<file path="src/rtl/btn_step_gen_pkg.sv">
// btn_step_gen_pkg: shared FSM state, channel indices and counter width helper
package btn_step_gen_pkg;
  typedef enum logic [1:0] {IDLE, HOLD, REPEAT} state_t;
  localparam int BTN_MIN = 0;
  localparam int BTN_HOUR = 1;
  function automatic int cntWidth(input int a, input int b, input int c);
    int m;
    m = a > b ? a : b;
    m = m > c ? m : c;
    return $clog2(m) + 1;
  endfunction
endpackage

</file>
<file path="src/rtl/btn_step_gen_if.sv">
// btn_step_gen_if: raw button levels in, debounced levels and step pulses out
interface btn_step_gen_if #(
  parameter int N_BTN = 2
);
  logic [N_BTN-1:0] btn_raw;
  logic [N_BTN-1:0] pressed;
  logic [N_BTN-1:0] step;
  modport master (output btn_raw, input pressed, input step);
  modport slave (input btn_raw, output pressed, output step);
endinterface

</file>
<file path="src/rtl/btn_step_gen_channel.sv">
// btn_channel: synchronizer, debounce and step FSM for one button; auto-repeat enabled by macro BTN_AUTOREPEAT_EN
module btn_channel
  import btn_step_gen_pkg::*;
#(
  parameter int DEBOUNCE_CYCLES = 1_000_000,
  parameter int HOLD_CYCLES = 50_000_000,
  parameter int REPEAT_CYCLES = 20_000_000
) (
  input  logic clk,
  input  logic reset,
  input  logic raw,
  output logic pressed,
  output logic step
);
  localparam int W = cntWidth(DEBOUNCE_CYCLES, HOLD_CYCLES, REPEAT_CYCLES);
  logic [1:0] sync;
  logic [W-1:0] cnt;
  logic flip;
  state_t state;
  assign flip = (sync[1] != pressed) && (cnt == W'(DEBOUNCE_CYCLES - 1));
  // pressed flips on the edge where the DEBOUNCE_CYCLES-th consecutive mismatching sample arrives
  always_ff @(posedge clk)
    if (reset) begin
      sync <= '0;
      cnt <= '0;
      pressed <= 1'b0;
    end else begin
      sync <= {sync[0], raw};
      cnt <= (sync[1] == pressed || flip) ? '0 : (cnt == '1 ? cnt : cnt + W'(1));
      pressed <= pressed ^ flip;
    end
`ifdef BTN_AUTOREPEAT_EN
  logic [W-1:0] timer;
  logic hit;
  assign hit = timer == (state == HOLD ? W'(HOLD_CYCLES - 1) : W'(REPEAT_CYCLES - 1));
  // step on accepted press, again after HOLD_CYCLES, then every REPEAT_CYCLES; release aborts silently
  always_ff @(posedge clk)
    if (reset) begin
      state <= IDLE;
      timer <= '0;
      step <= 1'b0;
    end else if (flip && pressed) begin
      state <= IDLE;
      timer <= '0;
      step <= 1'b0;
    end else if (state == IDLE) begin
      state <= flip ? HOLD : IDLE;
      timer <= '0;
      step <= flip;
    end else begin
      state <= hit ? REPEAT : state;
      timer <= hit ? '0 : (timer == '1 ? timer : timer + W'(1));
      step <= hit;
    end
`else
  // one step per accepted press; release returns to IDLE without a pulse
  always_ff @(posedge clk)
    if (reset) begin
      state <= IDLE;
      step <= 1'b0;
    end else begin
      state <= flip ? (pressed ? IDLE : HOLD) : state;
      step <= flip && !pressed;
    end
`endif
endmodule

</file>
<file path="src/rtl/btn_step_gen.sv">
// btn_step_gen: N_BTN independent debounced step generators; auto-repeat enabled by macro BTN_AUTOREPEAT_EN
module btn_step_gen
  import btn_step_gen_pkg::*;
#(
  parameter int N_BTN = 2,
  parameter int DEBOUNCE_CYCLES = 1_000_000,
  parameter int HOLD_CYCLES = 50_000_000,
  parameter int REPEAT_CYCLES = 20_000_000
) (
  input logic clk,
  input logic reset,
  btn_step_gen_if.slave bus
);
  for (genvar i = 0; i < N_BTN; i++) begin : g_ch
    btn_channel #(
      .DEBOUNCE_CYCLES(DEBOUNCE_CYCLES),
      .HOLD_CYCLES(HOLD_CYCLES),
      .REPEAT_CYCLES(REPEAT_CYCLES)
    ) u_ch (
      .clk(clk),
      .reset(reset),
      .raw(bus.btn_raw[i]),
      .pressed(bus.pressed[i]),
      .step(bus.step[i])
    );
  end
endmodule

</file>
<file path="src/flat_wrapper.sv">
// flat-port wrapper written by rule: the top's interface ports become plain ports
module btn_step_gen_flat import btn_step_gen_pkg::*;
#(
  parameter int N_BTN = 2,
  parameter int DEBOUNCE_CYCLES = 1_000_000,
  parameter int HOLD_CYCLES = 50_000_000,
  parameter int REPEAT_CYCLES = 20_000_000
)
  (clk, reset, bus_btn_raw, bus_pressed, bus_step);
  btn_step_gen_if #(.N_BTN(N_BTN)) bus_i ();
  input logic clk;
  input logic reset;
  input wire logic [$bits(bus_i.btn_raw)-1:0] bus_btn_raw;
  output wire logic [$bits(bus_i.pressed)-1:0] bus_pressed;
  output wire logic [$bits(bus_i.step)-1:0] bus_step;
  assign bus_i.btn_raw = bus_btn_raw;
  assign bus_pressed = bus_i.pressed;
  assign bus_step = bus_i.step;
  btn_step_gen #(.N_BTN(N_BTN), .DEBOUNCE_CYCLES(DEBOUNCE_CYCLES), .HOLD_CYCLES(HOLD_CYCLES), .REPEAT_CYCLES(REPEAT_CYCLES)) u_core (.clk(clk), .reset(reset), .bus(bus_i));
endmodule
</file>
<file path="config.mk">
export PLATFORM = sky130hd
export DESIGN_NAME = btn_step_gen_flat
export DESIGN_NICKNAME = d
export VERILOG_FILES = /design/src/rtl/btn_step_gen_pkg.sv /design/src/rtl/btn_step_gen_if.sv /design/src/rtl/btn_step_gen_channel.sv /design/src/rtl/btn_step_gen.sv /design/src/flat_wrapper.sv
export SDC_FILE = /design/constraint.sdc
export NUM_CORES = 1
export LEC_CHECK = 0
export CAP_MARGIN = 25
export CORE_ASPECT_RATIO = 1.75
export CORE_MARGIN = 2
export CORE_UTILIZATION = 56
export CTS_CLUSTER_DIAMETER = 150
export DETAILED_ROUTE_END_ITERATION = 8
export PLACE_DENSITY = 0.87
export SETUP_SLACK_MARGIN = 0.5
export SYNTH_ARGS = -nofsm -noshare
export SYNTH_HDL_FRONTEND = slang
export SYNTH_SLANG_ARGS = --single-unit
export TNS_END_PERCENT = 50
</file>
<file path="constraint.sdc">
create_clock -name clk -period 1.9 [get_ports clk]
set_clock_uncertainty 0.2 [all_clocks]
set_input_delay 0.19 -clock clk [delete_from_list [all_inputs] [get_ports clk]]
set_output_delay 0.19 -clock clk [all_outputs]
set_load 0.01 [all_outputs]
</file>
==> impl_metrics.env, run 1 <==
export IMPL_status="did not finish"
export IMPL_stop_stage="global routing"
export IMPL_tool_error="[ERROR GRT-0232] Routing congestion too high. Check the congestion heatmap in the GUI."
export IMPL_port_buffers=7
export IMPL_yosysTopAreaCell="dfxtp_1"
export IMPL_grt_repair_worst_endpoint="u_core.g_ch[1].u_ch.cnt[12]$_SDFFE_PP0P_/D"
export IMPL_synthArstFlopShare_pct=0
export IMPL_synth_fp_nets=378
export IMPL_synth_ff_type="dfxtp_1"
export IMPL_die_w_um=62.0
export IMPL_yosysMostFrequentCell="dfxtp_1"
export IMPL_grt_usage_pct=70.5
export IMPL_synth_cell_area_um2=3290
export IMPL_worst_ep_kind="register data pin"
export IMPL_synth_edff_count=0
export IMPL_overflow=62
export IMPL_die_h_um=105
export IMPL_clk_path_buf_depth=2
export IMPL_synth_distinct_cells=61
export IMPL_io_pins=8
export IMPL_hpwl_mm=6.99
export IMPL_place_area_um2=4100
export IMPL_place_congestion=0.949
export IMPL_avgSynthCellArea_um2=8.86
export IMPL_synth_warning_count=0
export IMPL_cts_buffers_inserted=9
export IMPL_placementRows=37
export IMPL_synth_top_area_share_pct=37.7
export IMPL_grt_max_degree=15
export IMPL_cts_num_sinks=62
export IMPL_htreeDepth=3
export IMPL_synthCells=372
export IMPL_start_util_pct=56.9
export IMPL_yosysSeqAreaShare_pct=37.7
export IMPL_synthTopCellsByArea="dfxtp_1, nor2_1, xnor2_1, xor2_1, nand3_1"
export IMPL_clockRootBuffer="clkbuf_8"
export IMPL_pre_cts_ws_ns=-0.148
export IMPL_ys_top_cells_by_count="dfxtp_1, nor2_1, nand2_1, nand3_1, a21oi_1"
export IMPL_ys_ff_latch=62
[kinds of logic after synthesis]
| kind of cell | share of synthesized area (%) |
|---|---|
| and+or+nand+nor | 34.0 |
| adders and majority gates | 0.759 |
| xor gates and xnor gates | 7.44 |
| DFF | 37.7 |
| muxes | 0.912 |
| AOI/OAI and AO/OA | 14.9 |
| buffers and inverters | 4.37 |
[stage by stage]
step,std cells,util [%]
after floorplan,372,-
after global placement,511,70.8
after detailed placement,511,70.8
after CTS,557,85.8
[per-layer routing]
metal,overflow,track usage [%]
met4,31,73.7
met5,0,7.62
met2,28,92.3
met1,0,67.0
met3,3,45.6
[repair_timing]
action	CTS
endpoints found under the hold margin	0
gates cloned	3
resized for setup	86
setup endpoints to repair	62
hold buffers	0
setup buffers	27
pin swaps	48
==> run 2, diff against run 1 <==
--- a/config.mk
+++ b/config.mk
@@ -6,13 +6,10 @@
 export NUM_CORES = 1
 export LEC_CHECK = 0
 export CAP_MARGIN = 25
-export CORE_ASPECT_RATIO = 1.75
 export CORE_MARGIN = 2
-export CORE_UTILIZATION = 56
-export CTS_CLUSTER_DIAMETER = 150
+export CORE_UTILIZATION = 40
 export DETAILED_ROUTE_END_ITERATION = 8
-export PLACE_DENSITY = 0.87
-export SETUP_SLACK_MARGIN = 0.5
+export PLACE_DENSITY_LB_ADDON = 0.15
 export SYNTH_ARGS = -nofsm -noshare
 export SYNTH_HDL_FRONTEND = slang
 export SYNTH_SLANG_ARGS = --single-unit
==> constraint.sdc (replaced) <==
create_clock -name clk -period 2.5 [get_ports clk]
set_clock_uncertainty 0.2 [all_clocks]
set_input_delay 0.25 -clock clk [delete_from_list [all_inputs] [get_ports clk]]
set_output_delay 0.25 -clock clk [all_outputs]
set_load 0.01 [all_outputs]
==> run 2 against run 1 <==
The flow now finishes without violations. Synthesized cell count unchanged. Synthesized area stayed put.
==> impl_metrics.env, run 2 <==
export IMPL_start_util_pct=40.7
export IMPL_n_fill_cell=825
export IMPL_final_cell_count_no_fill=493
export IMPL_antenna_found_initial=0
export IMPL_synth_distinct_cells=61
export IMPL_final_cell_mix="dfxtp_1, nor2_1, nand2_1"
export IMPL_placementRows=33
export IMPL_endpoint_kind="flip-flop"
export IMPL_met1_usage_pct=21.1
export IMPL_avgSynthCellArea_um2=8.86
export IMPL_htreeDepth=3
export IMPL_diodes=0
export IMPL_grt_max_degree=28
export IMPL_report_final_slew_viol_count=0
export IMPL_ys_top_cells_by_count="dfxtp_1, nor2_1, nand2_1, nand3_1, a21oi_1"
export IMPL_seqCellArea_um2=1240
export IMPL_die_w_um=94.8
export IMPL_clock_latency_ns=0.34
export IMPL_grt_pass1_wl_mm=12.2
export IMPL_ant_nets=0
export IMPL_holdWs_ns=0.238
export IMPL_min_path_type="reg2reg"
export IMPL_drive_gt1_share_pct=14.2
export IMPL_clkTransAtPathRegs_ns=0.08
export IMPL_hold_viol_final=0
export IMPL_reg_top3="u_core.g_ch.u_ch.cnt x54, u_core.g_ch.u_ch.sync x4, u_core.g_ch.u_ch.step x2"
export IMPL_cts_num_sinks=62
export IMPL_rsz0062_at_grt="no"
export IMPL_post_route_period_util_pct=93.1
export IMPL_synth_edff_count=0
export IMPL_clockRootBuffer="clkbuf_8"
export IMPL_cp_max_fo=23
export IMPL_grt_busiest_layer="met2"
export IMPL_wl_mm=6.99
export IMPL_routedWlPerCell_um=14.2
export IMPL_regMostFlops="u_core.g_ch.u_ch.cnt"
export IMPL_ys_ff_latch=62
export IMPL_critPathKind="reg2reg"
export IMPL_pre_cts_ws_ns=0.204
export IMPL_io_pins=8
export IMPL_synthArstFlopShare_pct=0
export IMPL_area_growth_pct=11.2
export IMPL_maxCapViolCount=0
export IMPL_cpPeakStageDelay_ns=0.40
export IMPL_drt_iter0_drc=100
export IMPL_crit_arrival_ns=2.38
export IMPL_fp_dieArea_um2=8980
export IMPL_fmax_mhz=430
export IMPL_hpwl_mm=4.96
export IMPL_slew_headroom_pct=71.2
export IMPL_yosysSeqAreaShare_pct=37.7
export IMPL_fin_util_pct=45.3
export IMPL_power_per_cell_area_nw_per_um2=513
export IMPL_tightest_slew_ns=0.430
export IMPL_ctsHoldBuffers=0
export IMPL_worstPathRequired_ns=2.55
export IMPL_dp_cells=478
export IMPL_die_h_um=94.8
export IMPL_synth_cell_area_um2=3290
export IMPL_route_detailed_drc=0
export IMPL_setup_tns_ns=0
export IMPL_synth_top_area_share_pct=37.7
export IMPL_via_per_inst=5.58
export IMPL_yosysTopAreaCell="dfxtp_1"
export IMPL_synth_fp_nets=378
export IMPL_crit_buf_inv=1
export IMPL_cp_start_kind="flip-flop"
export IMPL_core_um2=8090
export IMPL_multi_input_area_um2=1910
export IMPL_place_congestion=0.789
export IMPL_num_vias=2753
export IMPL_grtUsageMet3_pct=5.43
export IMPL_status="finished, final reports clean"
export IMPL_cp_cell_sequence="ha_1, nand4_1, nand2b_4, nor4b_4, buf_4, nor4_1, a211oi_2"
export IMPL_largest_register_ffs=54
export IMPL_worst_slack_ns=0.173
export IMPL_grt_pass1_vias=2633
export IMPL_port_buffers=7
export IMPL_nNetsFinal=390
export IMPL_yosysMostFrequentCell="dfxtp_1"
export IMPL_period_needed_ns=2.33
export IMPL_grt_util_met2_pct=28.5
export IMPL_cts_tree="done"
export IMPL_vdd_ir_drop_max_mv=0.266
export IMPL_finalSetupViolCount=0
export IMPL_p_leak_uw=0.00118
export IMPL_final_common_cell="dfxtp_1"
export IMPL_clk_path_buf_depth=2
export IMPL_synth_warning_count=0
export IMPL_cts_buffers_inserted=9
export IMPL_synth_ff_type="dfxtp_1"
export IMPL_cts_resized=0
export IMPL_grt_usage_pct=17.0
export IMPL_critical_path_slowest_cell="dfxtp_1"
export IMPL_synthTopCellsByArea="dfxtp_1, nor2_1, xnor2_1, xor2_1, nand3_1"
export IMPL_post_cts_setup_buffers=0
export IMPL_overflow=0
export IMPL_synthCells=372
export IMPL_crit_family="simple AND/OR/NAND/NOR gates"
export IMPL_firstDrtPassIters=4
[run 2: cell counts after synthesis]
No cell type changed its count.
[run 2: metrics by stage]
step	total power, uW	instance area (um2)
4_1_cts	1920	3660
5_1_grt	1960	3660
6_report	1880	3660
3_3_place_gp	1040	3480
2_1_floorplan	1030	3290
3_5_place_dp	1040	3480
[run 2: where the power goes]
part           internal, uW  total (uW)  switching [uW]
Combinational          12.7        26.4            13.8
Clock                   479         860             381
Sequential              991         994            2.57
[run 2: per-layer routing]
metal,vias up,routed length [um],share of wire (%)
li1,1405,-,-
met1,1290,3330,48
met2,54,3350,48
met3,4,272,3.9
met4,0,34,0.49
met5,-,0,0
[run 2: cell type report]
class                           instances  area share [%]
Inverter                                5           0.512
Multi-Input combinational cell        285            52.1
Sequential cell                        62            33.9
Clock buffer                           11            3.86
Tap cell                              105            3.58
Clock inverter                          4            1.30
Timing Repair Buffer                   21            4.78
[run 2: logic make-up after synthesis]
kind of cell,after synthesis,share of synthesized area (%)
muxes,3,0.912
DFF,62,37.7
buffers and inverters,25,4.37
AOI/OAI and AO/OA,70,14.9
xor gates and xnor gates,28,7.44
and+or+nand+nor,182,34.0
adders and majority gates,2,0.759
[run 2: worst paths after layout]
| check | start | endpoint | slack, ns | cells past startpoint |
|---|---|---|---|---|
| max | u_core.g_ch[0].u_ch.cnt[0]$_SDFFE_PP0P_ | u_core.g_ch[0].u_ch.cnt[25]$_SDFFE_PP0P_ | 0.17 | 7 |
| min | u_core.g_ch[0].u_ch.sync[0]$_SDFF_PP0_ | u_core.g_ch[0].u_ch.sync[1]$_SDFF_PP0_ | 0.24 | 1 |
| max reg2reg | u_core.g_ch[0].u_ch.cnt[0]$_SDFFE_PP0P_ | u_core.g_ch[0].u_ch.cnt[25]$_SDFFE_PP0P_ | 0.17 | 7 |
| min reg2reg | u_core.g_ch[0].u_ch.sync[0]$_SDFF_PP0_ | u_core.g_ch[0].u_ch.sync[1]$_SDFF_PP0_ | 0.24 | 1 |
Note: power is estimated with default switching activity, not from simulation.
==> run 3, diff against run 2 <==
--- a/config.mk
+++ b/config.mk
@@ -6,8 +6,9 @@
 export NUM_CORES = 1
 export LEC_CHECK = 0
 export CAP_MARGIN = 25
-export CORE_MARGIN = 2
-export CORE_UTILIZATION = 40
+export CORE_MARGIN = 5
+export CORE_UTILIZATION = 60
+export CTS_BUF_LIST = sky130_fd_sc_hd__clkbuf_2 sky130_fd_sc_hd__clkbuf_4 sky130_fd_sc_hd__clkbuf_8
 export DETAILED_ROUTE_END_ITERATION = 8
 export PLACE_DENSITY_LB_ADDON = 0.15
 export SYNTH_ARGS = -nofsm -noshare
==> run 3 against run 2 <==
Non-clock buffer count decreased by 2. Worst setup slack improved by 0.082 ns. Flip-flop and latch count unchanged. Final cell count decreased by 6.9%. Utilization increased by 22 points. Via count increased by 3.4%. Global-route usage increased by 3.2 points. Power increased by 2.2%.
==> impl_metrics.env, run 3 (synthesis gave the netlist of run 2 again) <==
export IMPL_crit_family="simple AND/OR/NAND/NOR gates"
export IMPL_via_per_inst=6.20
export IMPL_place_congestion=0.827
export IMPL_grt_pass1_wl_mm=11.9
export IMPL_worstPathRequired_ns=2.53
export IMPL_diodes=0
export IMPL_tightest_slew_ns=0.462
export IMPL_report_final_slew_viol_count=0
export IMPL_cts_resized=0
export IMPL_final_common_cell="dfxtp_1"
export IMPL_post_cts_setup_buffers=0
export IMPL_final_cell_mix="dfxtp_1, nor2_1, nand2_1"
export IMPL_start_util_pct=60.9
export IMPL_placementRows=27
export IMPL_power_per_cell_area_nw_per_um2=530
export IMPL_area_growth_pct=9.99
export IMPL_die_w_um=84.1
export IMPL_maxCapViolCount=0
export IMPL_finalSetupViolCount=0
export IMPL_wl_mm=6.71
export IMPL_drt_iter0_drc=193
export IMPL_largest_register_ffs=54
export IMPL_internal_power_uw=1500
export IMPL_drive_gt1_share_pct=14.2
export IMPL_crit_arrival_ns=2.27
export IMPL_fmax_mhz=445
export IMPL_core_um2=5410
export IMPL_antenna_found_initial=0
export IMPL_critPathKind="reg2reg"
export IMPL_pwr_share_clk_pct=46.9
export IMPL_cts_num_sinks=62
export IMPL_route_detailed_drc=0
export IMPL_regMostFlops="u_core.g_ch.u_ch.cnt"
export IMPL_p_sw_share_pct=21.8
export IMPL_clockRootBuffer="clkbuf_8"
export IMPL_cp_max_fo=6
export IMPL_cp_cell_sequence="ha_1, nand2_1, or4_1, o2111ai_1, xor2_1, nor2_1"
export IMPL_cp_start_kind="flip-flop"
export IMPL_fp_dieArea_um2=7070
export IMPL_reg_top3="u_core.g_ch.u_ch.cnt x54, u_core.g_ch.u_ch.sync x4, u_core.g_ch.u_ch.step x2"
export IMPL_rsz0062_at_grt="no"
export IMPL_ant_nets=0
export IMPL_crit_buf_inv=0
export IMPL_multi_input_area_um2=1910
export IMPL_cts_buffers_inserted=9
export IMPL_critical_path_slowest_cell="or4_1"
export IMPL_clk_path_buf_depth=2
export IMPL_min_path_type="reg2reg"
export IMPL_endpoint_kind="flip-flop"
export IMPL_ctsHoldBuffers=0
export IMPL_htreeDepth=3
export IMPL_num_vias=2846
export IMPL_routedWlPerCell_um=14.6
export IMPL_firstDrtPassIters=4
export IMPL_hold_viol_final=0
export IMPL_die_h_um=84.1
export IMPL_period_needed_ns=2.25
export IMPL_n_fill_cell=425
export IMPL_hpwl_mm=4.75
export IMPL_p_sw_uw=419
export IMPL_post_route_period_util_pct=89.8
export IMPL_clkTransAtPathRegs_ns=0.07
export IMPL_setup_tns_ns=0
export IMPL_grt_pass1_vias=2657
export IMPL_p_leak_uw=0.00117
export IMPL_port_buffers=7
export IMPL_clock_latency_ns=0.35
export IMPL_power_frac_seq_pct=51.7
export IMPL_grt_usage_pct=20.3
export IMPL_cpPeakStageDelay_ns=0.65
export IMPL_overflow=0
export IMPL_vdd_ir_drop_max_mv=0.360
export IMPL_status="finished, final reports clean"
export IMPL_slew_headroom_pct=68.9
export IMPL_seqCellArea_um2=1240
export IMPL_combinationalPowerShare_pct=1.4
export IMPL_io_pins=8
export IMPL_nNetsFinal=388
export IMPL_holdWs_ns=0.247
export IMPL_grt_max_degree=28
export IMPL_cts_tree="done"
==> run 3: cell count changes in the layout (fill, tap and decap cells not counted) <==
cell / change
buf_4: -2
clkbuf_1: -1
clkbuf_4: +1
clkinv_2: -1
clkinv_4: +1
clkinvlp_4: +1
==> run 3: power groups by stage <==
stage	sequential (uW)	clock, uW	combinational (uW)
final	994	901	26.0
after global routing	994	973	28.2
after CTS	994	916	26.1
after detailed placement	1020	0	26.0
after global placement	1020	0	26.0
after floorplan	1020	0	16.1
==> run 3: per-layer routing <==
layer	track usage, %	share of wire [%]	up-vias
met5	0	0	-
met4	13.7	3.3	0
met3	3.46	3.0	23
met2	32.9	48	60
met1	24.4	46	1353
li1	-	-	1410
==> run 3: per-stage QoR <==
| stage | std cells | setup WS [ns] | util (%) | instance area (um2) | power (uW) |
|---|---|---|---|---|---|
| 3_3_place_gp | 443 | 0.358 | 63.3 | 3420 | 1040 |
| 6_report | 459 | 0.255 | 67.0 | 3620 | 1920 |
| 4_1_cts | 459 | 0.261 | 67.0 | 3620 | 1940 |
| 3_5_place_dp | 443 | 0.279 | 63.3 | 3420 | 1040 |
| 2_1_floorplan | 372 | 0.383 | - | 3290 | 1030 |
| 5_1_grt | 459 | 0.0784 | 67.0 | 3620 | 1990 |
==> run 3: worst reg2reg max path, stage by stage, from the launching register on <==
cell	delay, ns
dfxtp_1	0.40
ha_1	0.24
nand2_1	0.13
or4_1	0.65
o2111ai_1	0.27
xor2_1	0.18
nor2_1	0.06
==> run 3: layout make-up <==
| cell class | instances | area share (%) |
|---|---|---|
| multi-input combinational | 285 | 52.7 |
| tap | 72 | 2.49 |
| sequential | 62 | 34.3 |
| timing repair buffer | 19 | 4.42 |
| clock buffer | 11 | 4.01 |
| clock inverter | 5 | 1.62 |
| inverter | 5 | 0.518 |
==> run 3: path summary, 6_finish.rpt <==
path / start / endpoint / slack [ns] / cells past startpoint
max reg2reg: u_core.g_ch[1].u_ch.cnt[0]$_SDFFE_PP0P_ / u_core.g_ch[1].u_ch.cnt[21]$_SDFFE_PP0P_ / 0.25 / 6
min: u_core.g_ch[1].u_ch.sync[0]$_SDFF_PP0_ / u_core.g_ch[1].u_ch.sync[1]$_SDFF_PP0_ / 0.25 / 1
min reg2reg: u_core.g_ch[1].u_ch.sync[0]$_SDFF_PP0_ / u_core.g_ch[1].u_ch.sync[1]$_SDFF_PP0_ / 0.25 / 1
max: u_core.g_ch[1].u_ch.cnt[0]$_SDFFE_PP0P_ / u_core.g_ch[1].u_ch.cnt[21]$_SDFFE_PP0P_ / 0.25 / 6
